## config.mk

```make
export PLATFORM = sky130hd
export DESIGN_NAME = multicycle_control
export DESIGN_NICKNAME = d
export VERILOG_FILES = /design/src/rtl/multicycle_control_pkg.sv /design/src/rtl/multicycle_control_opcode_decode.sv /design/src/rtl/multicycle_control.sv
export SDC_FILE = /design/constraint.sdc
export NUM_CORES = 1
export LEC_CHECK = 0
export BUFFER_PORTS_ARGS = -buffer_cell sky130_fd_sc_hd__buf_4
export CAP_MARGIN = 20
export CORE_MARGIN = 2
export CORE_UTILIZATION = 45
export CTS_BUF_LIST = sky130_fd_sc_hd__clkbuf_8
export DETAILED_ROUTE_END_ITERATION = 12
export PLACE_DENSITY = 0.72
export SYNTH_ARGS = -nofsm -noshare
export SYNTH_HDL_FRONTEND = slang
export SYNTH_SLANG_ARGS = --single-unit
```

## constraint.sdc

```tcl
create_clock -name Clk -period 1.95 [get_ports Clk]
set_input_delay 0.195 -clock Clk [delete_from_list [all_inputs] [get_ports Clk]]
set_output_delay 0.195 -clock Clk [all_outputs]
set_load 0.02 [all_outputs]
```

## src/rtl/multicycle_control_pkg.sv

```systemverilog
// Shared constants for the multicycle control path: state encodings, opcodes,
// ALUOp codes and the per-state control word.
package multicycle_control_pkg;

  typedef enum logic [3:0] {
    S_FETCH    = 4'd0,
    S_DECODE   = 4'd1,
    S_MEMADDR  = 4'd2,
    S_MEMREAD  = 4'd3,
    S_MEMWB    = 4'd4,
    S_MEMWRITE = 4'd5,
    S_EXECUTE  = 4'd6,
    S_RWB      = 4'd7,
    S_BRANCH   = 4'd8,
    S_JUMP     = 4'd9,
    S_ADDIEXEC = 4'd10,
    S_ADDIWB   = 4'd11
  } state_t;

  localparam logic [5:0] OP_LW    = 6'b100011;
  localparam logic [5:0] OP_SW    = 6'b101011;
  localparam logic [5:0] OP_RTYPE = 6'b000000;
  localparam logic [5:0] OP_BEQ   = 6'b000100;
  localparam logic [5:0] OP_J     = 6'b000010;
  localparam logic [5:0] OP_ADDI  = 6'b001000;

  localparam logic [1:0] ALUOP_ADD  = 2'b00;
  localparam logic [1:0] ALUOP_SUB  = 2'b01;
  localparam logic [1:0] ALUOP_FUNC = 2'b10;

  // Instruction class indices; CLASS_OPCODE[i] is the opcode of class i.
  localparam int CLS_N     = 6;
  localparam int CLS_LW    = 0;
  localparam int CLS_SW    = 1;
  localparam int CLS_RTYPE = 2;
  localparam int CLS_BEQ   = 3;
  localparam int CLS_J     = 4;
  localparam int CLS_ADDI  = 5;
  localparam logic [5:0] CLASS_OPCODE [CLS_N] =
    '{OP_LW, OP_SW, OP_RTYPE, OP_BEQ, OP_J, OP_ADDI};

  typedef struct packed {
    logic       pc_write;
    logic       pc_write_cond;
    logic       iord;
    logic       mem_read;
    logic       mem_write;
    logic       ir_write;
    logic       mem_to_reg;
    logic       reg_dst;
    logic       reg_write;
    logic       alu_src_a;
    logic [1:0] alu_src_b;
    logic [1:0] alu_op;
    logic [1:0] pc_source;
  } ctrl_t;

  // Moore output word for a state; unreachable encodings give all zeros.
  function automatic ctrl_t state_ctrl(input logic [3:0] s);
    ctrl_t c;
    c = '0;
    case (s)
      S_FETCH: begin
        c.mem_read  = 1'b1;
        c.ir_write  = 1'b1;
        c.alu_src_b = 2'b01;
        c.alu_op    = ALUOP_ADD;
        c.pc_write  = 1'b1;
      end
      S_DECODE: begin
        c.alu_src_b = 2'b11;
        c.alu_op    = ALUOP_ADD;
      end
      S_MEMADDR, S_ADDIEXEC: begin
        c.alu_src_a = 1'b1;
        c.alu_src_b = 2'b10;
        c.alu_op    = ALUOP_ADD;
      end
      S_MEMREAD: begin
        c.mem_read = 1'b1;
        c.iord     = 1'b1;
      end
      S_MEMWB: begin
        c.reg_write  = 1'b1;
        c.mem_to_reg = 1'b1;
      end
      S_MEMWRITE: begin
        c.mem_write = 1'b1;
        c.iord      = 1'b1;
      end
      S_EXECUTE: begin
        c.alu_src_a = 1'b1;
        c.alu_op    = ALUOP_FUNC;
      end
      S_RWB: begin
        c.reg_dst   = 1'b1;
        c.reg_write = 1'b1;
      end
      S_BRANCH: begin
        c.alu_src_a     = 1'b1;
        c.alu_op        = ALUOP_SUB;
        c.pc_write_cond = 1'b1;
        c.pc_source     = 2'b01;
      end
      S_JUMP: begin
        c.pc_write  = 1'b1;
        c.pc_source = 2'b10;
      end
      S_ADDIWB: c.reg_write = 1'b1;
      default: ;
    endcase
    return c;
  endfunction

endpackage

```

## src/rtl/multicycle_control_opcode_decode.sv

```systemverilog
// Combinational opcode classifier: one-hot instruction class plus an
// illegal flag when no class matches.
module opcode_decode
  import multicycle_control_pkg::*;
(
  input  logic [5:0]       op,
  output logic [CLS_N-1:0] cls,
  output logic             illegal
);

  for (genvar gi = 0; gi < CLS_N; gi++) begin : g_cls
    assign cls[gi] = (op == CLASS_OPCODE[gi]);
  end

  assign illegal = ~|cls;

endmodule

```

## src/rtl/multicycle_control.sv

```systemverilog
// Main control FSM for the multicycle datapath. Outputs are registered from the
// next state so they behave as a Moore decode of the current state.
module multicycle_control
  import multicycle_control_pkg::*;
(
  input  logic       Clk,
  input  logic       Reset,
  input  logic [5:0] Op,
  output logic       PCWrite,
  output logic       PCWriteCond,
  output logic       IorD,
  output logic       MemRead,
  output logic       MemWrite,
  output logic       IRWrite,
  output logic       MemtoReg,
  output logic       RegDst,
  output logic       RegWrite,
  output logic       ALUSrcA,
  output logic [1:0] ALUSrcB,
  output logic [1:0] ALUOp,
  output logic [1:0] PCSource,
  output logic       IllegalOp,
  output logic [3:0] State
);

  logic [3:0]       state_reg;
  logic [3:0]       state_next;
  ctrl_t            ctrl_reg;
  logic [CLS_N-1:0] cls;
  logic             op_illegal;

  opcode_decode u_decode (
    .op      (Op),
    .cls     (cls),
    .illegal (op_illegal)
  );

  always_comb begin
    state_next = S_FETCH;
    case (state_reg)
      S_FETCH: state_next = S_DECODE;
      S_DECODE: begin
        if (cls[CLS_LW] | cls[CLS_SW]) state_next = S_MEMADDR;
        else if (cls[CLS_RTYPE])       state_next = S_EXECUTE;
        else if (cls[CLS_BEQ])         state_next = S_BRANCH;
        else if (cls[CLS_J])           state_next = S_JUMP;
        else if (cls[CLS_ADDI])        state_next = S_ADDIEXEC;
        else                           state_next = S_FETCH;
      end
      S_MEMADDR:  state_next = cls[CLS_SW] ? S_MEMWRITE : S_MEMREAD;
      S_MEMREAD:  state_next = S_MEMWB;
      S_EXECUTE:  state_next = S_RWB;
      S_ADDIEXEC: state_next = S_ADDIWB;
      default:    state_next = S_FETCH;
    endcase
  end

  always_ff @(posedge Clk) begin
    if (Reset) begin
      state_reg <= S_FETCH;
      ctrl_reg  <= state_ctrl(S_FETCH);
    end else begin
      state_reg <= state_next;
      ctrl_reg  <= state_ctrl(state_next);
    end
  end

  assign PCWrite     = ctrl_reg.pc_write;
  assign PCWriteCond = ctrl_reg.pc_write_cond;
  assign IorD        = ctrl_reg.iord;
  assign MemRead     = ctrl_reg.mem_read;
  assign MemWrite    = ctrl_reg.mem_write;
  assign IRWrite     = ctrl_reg.ir_write;
  assign MemtoReg    = ctrl_reg.mem_to_reg;
  assign RegDst      = ctrl_reg.reg_dst;
  assign RegWrite    = ctrl_reg.reg_write;
  assign ALUSrcA     = ctrl_reg.alu_src_a;
  assign ALUSrcB     = ctrl_reg.alu_src_b;
  assign ALUOp       = ctrl_reg.alu_op;
  assign PCSource    = ctrl_reg.pc_source;
  assign State       = state_reg;
  // Only output that looks at Op directly.
  assign IllegalOp   = (state_reg == S_DECODE) & op_illegal;

endmodule
```

Word level (Yosys, flattened, before mapping)
Index checks and enable logic that the tools add are counted.
- $add $sub $neg: 0
- div/mod/pow operators: 0
- $lt $le $gt $ge: 0
- reduce and logical (&&, ||, !) cells: 11
- bitwise gates (word level): 2
- shift operators: 0
- multiplexer cells: 20
- eq/ne operators: 21
- multipliers: 0
- operators with widths (cell ; number):
    case mux 4 bit (6 select lines) ; 1
    equality test 4 x 3 -> 1 bit, second input constant ; 5
    equality test 4 bit, second input constant ; 5
    two-way mux 4 bit ; 5
    equality test 4 x 2 -> 1 bit, second input constant ; 4
    equality test 6 bit, second input constant ; 2
    two-way mux 1 bit ; 10
    equality test 4 x 1 -> 1 bit, second input constant ; 2
    zero test 4 bit ; 2
    case mux 2 bit (2 select lines) ; 2
    OR reduction 2 bit ; 4
    equality test 6 x 2 -> 1 bit, second input constant ; 1
    equality test 6 x 3 -> 1 bit, second input constant ; 1
    equality test 6 x 4 -> 1 bit, second input constant ; 1
    zero test 6 bit ; 1
    case mux 2 bit (3 select lines) ; 1
    OR reduction 6 bit ; 1
    OR reduction 4 bit ; 1
    two-way mux 3 bit ; 1
    OR reduction 3 bit ; 1
    AND 1 bit ; 1
    zero test 1 bit ; 1
    OR 1 bit ; 1
- logic and storage cells: 68
- memories kept: 0
- bits in latches: 0
- ROM bits: 0
- input bits: 8
- RAM bits: 0
- register bits after elaboration: 20
- output and inout bits: 21

Longest topological paths before layout
Gate-level depths: netlist (run 1).
- depth after elaboration: 10
- gate-level depth with buffers: 6
- depth with buffers taken out: 5

Cells and area by module
A second synthesis (run 1) with hierarchy kept.
- cells, all modules: 87
- area total of the unflattened synthesis: 862.1 um^2
- by module, submodules not included (module ; times used ; area each (um^2) ; cells an instance):
    multicycle_control ; 1 ; 764.5 ; 74
    opcode_decode ; 1 ; 97.6 ; 13

Worst setup path after synthesis (run 1)
OpenSTA, ideal clock, no wires.
- path kind: register to register
- from: register state_reg[1] (netlist: State[1])
- to: register ctrl_reg, in the netlist ALUSrcB[0]
- data required time: 1.830 ns
- arrival time: 1.497 ns
- setup slack: 0.334 ns
- stages on the path, launching flop included: 5
- period minus slack after synthesis: 1.616 ns
- buffers on the path: 0
- cell sequence: dfxtp_1 -> or4b_4 -> o21bai_4 -> nor3_2 -> a211o_1
- word-level cells in the longest chain between the ends: 5
- elaborated cells on any way between the ends: 13
- those cells by class: eq/ne: 8; mux: 2; reduce/logical: 3
- RTL lines (element ; RTL line ; RTL):
    from (decl) ; multicycle_control.sv:26 ; logic [3:0] state_reg;
    from (signal assigned) ; multicycle_control.sv:63 ; state_reg <= state_next;
    equality test 4 bit (tied with other cells) ; multicycle_control.sv:40 ; case (state_reg)
    case mux 4 bit (6 select lines) (*) ; multicycle_control.sv:40 ;
    equality test 4 x 2 -> 1 bit / equality test 4 bit (equally long branches) ; multicycle_control_pkg.sv:62 ; case (s)
    OR reduction 2 bit ; - ;
    case mux 2 bit (3 select lines) (*) ; multicycle_control_pkg.sv:62 ;
    to (signal assigned) ; multicycle_control.sv:61 ; ctrl_reg <= state_ctrl(S_FETCH);
    to (signal assigned) ; multicycle_control.sv:64 ; ctrl_reg <= state_ctrl(state_next);
    to (decl) ; multicycle_control.sv:28 ; ctrl_t ctrl_reg;
Mark *: on every way between the ends. The rest lies on a longest branch, timed or not.
A chain may end at the register's enable or synchronous reset.

Worst setup path after layout (run 1)
- from: register state_reg[2] (netlist: State[2])
- to: output IllegalOp
- word-level cells in the longest chain between the ends: 2
- RTL lines (element ; RTL line ; RTL):
    equality test 4 x 1 -> 1 bit ; multicycle_control.sv:83 ; assign IllegalOp = (state_reg == S_DECODE) & op_illegal;
    AND 1 bit ; multicycle_control.sv:83 ;
    to (decl) ; multicycle_control.sv:22 ; output logic IllegalOp,
No other way between the ends.

==> impl_metrics.json, run 1 <==
{
  "clk_latency_ns": 0.25,
  "timing.rr.start": "State[1]",
  "hold_viol": 0,
  "worst_slack_ns": 0.157,
  "die_h_um": 48.1,
  "grt_use_met2_pct": 33.1,
  "first_pass_iters": 4,
  "ys_types": 40,
  "final_util_pct": 64.5,
  "rows": 15,
  "fin_crit_ns": 1.79,
  "place_inst": 141,
  "areaGrowthSynthToFinish_pct": 31.5,
  "crit_slowest_cell": "dfxtp_1",
  "avgRoutedWirePerCell_um": 14.2,
  "maxCapViolations": 0,
  "pre_cts_slack_ns": 0.289,
  "tritoncts": "done",
  "syn_avg_cell_area_um2": 9.51,
  "io_pins": 29,
  "status": "finished clean",
  "totalWireLength_um": 2060,
  "synth-seq-cells": 18,
  "cp.required_ns": 1.75,
  "numCtsBuffers": 3,
  "timing.hold.ws_ns": 0.195,
  "drt-vias-per-instance": 5.76,
  "fin_nets": 129,
  "fin_crit_sh_pct": 91.9,
  "rsz0062_at_grt": "false",
  "clock-sinks": 18,
  "grt_pass1_wl_um": 3420,
  "path_cells": "or2_0 -> nor3_1 -> o311a_1 -> buf_4",
  "cpLargestDelayFamily": "simple AND/OR/NAND/NOR gates",
  "cts_hold_buf": 0,
  "antenna_found_initial": 0,
  "drt_iter0_drc": 12,
  "stdcell_count": 145,
  "synth_async_sr_flop_share_pct": 0,
  "cts_setup_buffers": 0,
  "cts_resized": 0,
  "grt_most_used_layer": "met2",
  "cts-root-buf": "clkbuf_8",
  "worstHoldPathType": "input pin to register",
  "critPathLaunchType": "register",
  "netlist.area_leader.share_pct": 41.2,
  "grt_pass1_vias": 806,
  "ir_worst_vdd_mv": 0.476,
  "synthFlopType": "dfxtp_1",
  "leakage_nw": 0.479,
  "synth_edf_count": 0,
  "htree_levels": 1,
  "ant_nets": 0,
  "met3_usage_pct": 7.92,
  "crit_path_end_kind": "output port",
  "worst-path-max-fanout": 9,
  "synth_common_cells": "dfxtp_1 (18), nor2_1 (10), nor3_1 (6)",
  "synth_nets": 100,
  "grt_max_degree": 13,
  "final-seq-area_um2": 360,
  "start_util_pct": 49.1,
  "critPathKind": "register to output port",
  "grt_use_total_pct": 21.9,
  "netlist_area_um2": 875,
  "worst_pin_slew_ns": 0.434,
  "vias": 835,
  "dieArea_um2": 2310,
  "clock_path_buffers": 2,
  "max_freq_mhz": 558,
  "met1_usage_pct": 26.1,
  "cpPeakStageDelay_ns": 0.40,
  "setup_tns_ns": 0,
  "layout-drive-gt1-share_pct": 37.5,
  "crit_start": "State[2]",
  "min-delay-start": "Reset",
  "clkTransAtPathRegs_ns": 0.07,
  "worstPathArrival_ns": 1.60,
  "grt-ovfl-total": 0,
  "fin_skew_ns": 0.00207,
  "yosysTopAreaCell": "dfxtp_1",
  "fill_cells": 150,
  "synth_seq_area_share_pct": 41.2,
  "slew_violations": 0,
  "diodes": 0,
  "p_per_area_nw_per_um2": 712,
  "setup_viol": 0,
  "ys_top_cells_by_area": "dfxtp_1 (41%), nor2_1 (4.3%), nor3_1 (3.4%), a2111oi_4 (3.1%), nand2b_1 (2.9%)",
  "drc_errors": 0,
  "synthCells": 92,
  "core_um2": 1780,
  "synth.most_common_cell": "dfxtp_1",
  "hpwl_um": 1570,
  "routabilityCongestion": 0.847,
  "max-slew-margin-rel_pct": 71.0,
  "ys_warn_count": 0,
  "rrSetupSlack_ns": 0.26,
  "die_w_um": 48.1,
  "port_buffers": 28,
  "path_buf_inv": 1,
  "multiInputGateArea_um2": 470
}
cells in the final DEF (no fill, tap or decap), types with 2 or more instances in the layout:
cell type,instances
a211o_1,2
a21oi_1,3
a31oi_1,2
buf_4,29
clkbuf_8,4
dfxtp_1,18
inv_1,4
nand2_1,4
nand2b_1,4
nor2_1,10
nor2b_1,3
nor3_1,6
nor3_2,2
o21a_1,2
o21ai_0,2
or3_1,2
cell type report:
class	instances	share of cell area (%)
multi-input cells	65	40.9
flip-flops and latches	18	31.3
repair buffers	29	18.9
clock buffers	4	4.79
well taps	25	2.72
inverters	4	1.31
registers in the layout, indices dropped and copies added (netlist names):
name / count
IRWrite: 1
ALUOp: 2
RegWrite: 1
ALUSrcA: 1
MemtoReg: 1
PCSource: 1
PCWrite: 1
State: 4
MemRead: 1
IorD: 1
ALUSrcB: 2
RegDst: 1
MemWrite: 1
stage by stage:
step | area, µm² | total power (W)
final | 1150 | 0.000819
after detailed placement | 1090 | 0.000524
after global placement | 1090 | 0.000522
after CTS | 1150 | 0.000823
after global routing | 1150 | 0.000857
after floorplan | 875 | 0.000469
per-layer routing:
layer | wire (µm) | part of all wire (%)
met1 | 850 | 41
met2 | 1010 | 49
met3 | 151 | 7.3
met4 | 46 | 2.2
met5 | 0 | 0
path summary, 6_finish.rpt:
path              depth (start not counted)         end
setup reg to reg                          5        IorD
hold reg to reg                           1  ALUSrcB[1]
hold / removal                            2    State[1]
setup / recovery                          4   IllegalOp
logic make-up (layout without fill, tap and decap cells):
family | count (synthesis) | in the layout | share of synthesized area [%]
AO/OA/AOI/OAI | 23 | 23 | 24.7
buffers and inverters | 9 | 37 | 5.01
flip-flops | 18 | 18 | 41.2
AND/OR/NAND/NOR | 42 | 42 | 29.0
where the power goes:
part | switching, W | internal, W
logic | 0.0000782 | 0.0000561
registers | 0.00000420 | 0.000379
clock network | 0.000122 | 0.000179
total | 0.000204 | 0.000615
Note: power is estimated with default switching activity, not from simulation.
==> inputs of run 2 (changes only) <==
--- a/config.mk
+++ b/config.mk
@@ -7,11 +7,14 @@
 export LEC_CHECK = 0
 export BUFFER_PORTS_ARGS = -buffer_cell sky130_fd_sc_hd__buf_4
 export CAP_MARGIN = 20
+export CORE_ASPECT_RATIO = 1.25
 export CORE_MARGIN = 2
 export CORE_UTILIZATION = 45
 export CTS_BUF_LIST = sky130_fd_sc_hd__clkbuf_8
+export CTS_CLUSTER_DIAMETER = 30
 export DETAILED_ROUTE_END_ITERATION = 12
-export PLACE_DENSITY = 0.72
+export PLACE_DENSITY = 0.73
 export SYNTH_ARGS = -nofsm -noshare
 export SYNTH_HDL_FRONTEND = slang
+export SYNTH_HIERARCHICAL = 1
 export SYNTH_SLANG_ARGS = --single-unit
==> impl_metrics.json, run 2 <==
{
  "path_cells": "buf_4 -> or4_4 -> nor3b_2 -> o21ba_2 -> o21ai_2 -> nand2_1 -> buf_4 -> nor2_1",
  "status": "finished clean",
  "synthCells": 87,
  "critPathLaunchType": "input pin",
  "multiInputGateArea_um2": 472,
  "cts_resized": 0,
  "crit_slowest_cell": "or4_4",
  "leakage_nw": 0.528,
  "max_freq_mhz": 579,
  "numCtsBuffers": 3,
  "grt-ovfl-total": 0,
  "fill_cells": 147,
  "crit_top_cell": "buf_4",
  "setup_tns_ns": 0,
  "min-delay-start": "Reset",
  "cpPeakStageDelay_ns": 0.54,
  "rsz0062_at_grt": "false",
  "hold_path_depth": 2,
  "reg2reg_to": "ALUSrcB[1]",
  "setup_viol": 0,
  "synthFlopType": "dfxtp_1",
  "cpLargestDelayFamily": "simple AND/OR/NAND/NOR gates",
  "p_per_area_nw_per_um2": 632,
  "port_buffers": 28,
  "cts-root-buf": "clkbuf_8",
  "htree_levels": 1,
  "cts_hold_buf": 0,
  "first_pass_iters": 5,
  "drc_errors": 0,
  "clk_latency_ns": 0.25,
  "maxCapViolations": 0,
  "hold_viol": 0,
  "layout_commonest_cell": "buf_4",
  "yosysTopAreaCell": "dfxtp_1",
  "ant_nets": 0,
  "worstPathArrival_ns": 1.92,
  "fin_crit_sh_pct": 88.6,
  "synth_nets": 95,
  "fin_skew_ns": 0.00156,
  "clkPwrFrac_pct": 32.8,
  "rows": 17,
  "worst-path-max-fanout": 4,
  "antenna_found_initial": 0,
  "rrSetupSlack_ns": 0.40,
  "start_util_pct": 48.2,
  "tritoncts": "done",
  "avgRoutedWirePerCell_um": 13.2,
  "final-seq-area_um2": 360,
  "clock-sinks": 18,
  "grt_use_total_pct": 17.4,
  "clock_path_buffers": 2,
  "final_cell_mix": "buf_4 (36), dfxtp_1 (18), nor2_1 (8)",
  "synth_edf_count": 0,
  "ir_worst_vdd_mv": 0.497,
  "synth_async_sr_flop_share_pct": 0,
  "max-slew-margin-rel_pct": 69.5,
  "timing.rr.start": "State[2]",
  "hpwl_um": 1490,
  "fin_crit_ns": 1.73,
  "largest_reg_flops": 4,
  "clkTransAtPathRegs_ns": 0.06,
  "synth_seq_area_share_pct": 41.8,
  "areaGrowthSynthToFinish_pct": 36.7,
  "vias": 813,
  "p_switching_w": 0.000174,
  "slew_violations": 0,
  "grt_pass1_wl_um": 2940,
  "io_pins": 29,
  "critPathKind": "input pin to register",
  "routabilityCongestion": 0.854,
  "core_um2": 1790,
  "p_int_w": 0.000571,
  "r2r_cells": 4,
  "worst_slack_ns": 0.223,
  "syn_avg_cell_area_um2": 9.91,
  "grt_pass1_vias": 718,
  "drt_iter0_drc": 21,
  "combPwrFrac_pct": 15.2,
  "netlist_area_um2": 862,
  "pre_cts_slack_ns": -0.0415,
  "fin_nets": 133,
  "cts_setup_buffers": 0,
  "min_to": "PCSource[1]",
  "die_w_um": 43.2,
  "worst_pin_slew_ns": 0.454,
  "grt_max_degree": 11,
  "netlist.area_leader.share_pct": 41.8,
  "ys_types": 42,
  "crit_path_end_kind": "register",
  "worstHoldPathType": "input pin to register",
  "synth.most_common_cell": "dfxtp_1",
  "p_total_w": 0.000745,
  "synth_common_cells": "dfxtp_1 (18), nor2_1 (8), nor3_1 (7), nand2_1 (4)",
  "place_area_um2": 1140,
  "swShare_pct": 23.3,
  "ys_warn_count": 6,
  "synth-seq-cells": 18,
  "dieArea_um2": 2280,
  "p_seq_share_pct": 52.0,
  "ys_top_cells_by_area": "dfxtp_1 (42%), nor3_1 (4.1%), nor2_1 (3.5%), nor4b_4 (2.8%), o211a_1 (2.3%)",
  "layout-drive-gt1-share_pct": 43.1,
  "die_h_um": 52.9,
  "timing.hold.ws_ns": 0.194,
  "path_depth": 8,
  "path_buf_inv": 2,
  "diodes": 0,
  "final_cell_area_um2": 1180,
  "totalWireLength_um": 1870,
  "cp.required_ns": 2.14,
  "drt-vias-per-instance": 5.73
}
## run 2: changes by cell type after synthesis, sizes merged, moves of 3 or more
cell,before,now
a2111oi,3,0
nor2b,3,0
nor2,11,8
nor3b,0,3
## run 2: worst max path at each step
stage                     start       end  slack, ns
final                     Op[0]  MemtoReg       0.22
after global routing      Op[0]   MemRead       0.08
after CTS                 Op[0]   MemRead       0.22
after detailed placement  Op[0]   MemRead      -0.04
after global placement    Op[0]   ALUSrcA      -0.03
after floorplan           Op[0]   MemRead       0.19
## run 2: cells by family after synthesis
group | share of synthesized area [%]
AOI/OAI and AO/OA | 21.9
adders and majority gates | 1.16
buffers and inverters | 3.48
DFF | 41.8
and+or+nand+nor | 31.6
## run 2: metal layers
metal	vias up	part of all wire [%]	GRT usage, %
met5	-	0	0
met4	0	2.6	9.09
met3	5	6.0	3.07
met2	33	52	33.1
met1	377	39	17.6
li1	398	-	-
## run 2: per-stage QoR
step	utilization, %	std cells
after floorplan	-	87
final	66.0	142
after CTS	66.0	142
after global placement	63.7	139
after detailed placement	63.7	139
after global routing	66.0	142
## run 2: power groups by stage
stage / Clock, W / Combinational [W] / Sequential (W)
after CTS: 0.000247 / 0.000114 / 0.000388
after detailed placement: 0 / 0.000113 / 0.000396
after global routing: 0.000263 / 0.000121 / 0.000389
after floorplan: 0 / 0.0000470 / 0.000409
after global placement: 0 / 0.000112 / 0.000396
final: 0.000244 / 0.000113 / 0.000388
## run 2: area by class of cell
| type | instances | area share (%) |
|---|---|---|
| Clock buffer | 3 | 3.50 |
| Multi-Input combinational cell | 63 | 40.0 |
| Tap cell | 19 | 2.02 |
| Sequential cell | 18 | 30.6 |
| Timing Repair Buffer | 36 | 22.9 |
| Inverter | 3 | 0.955 |
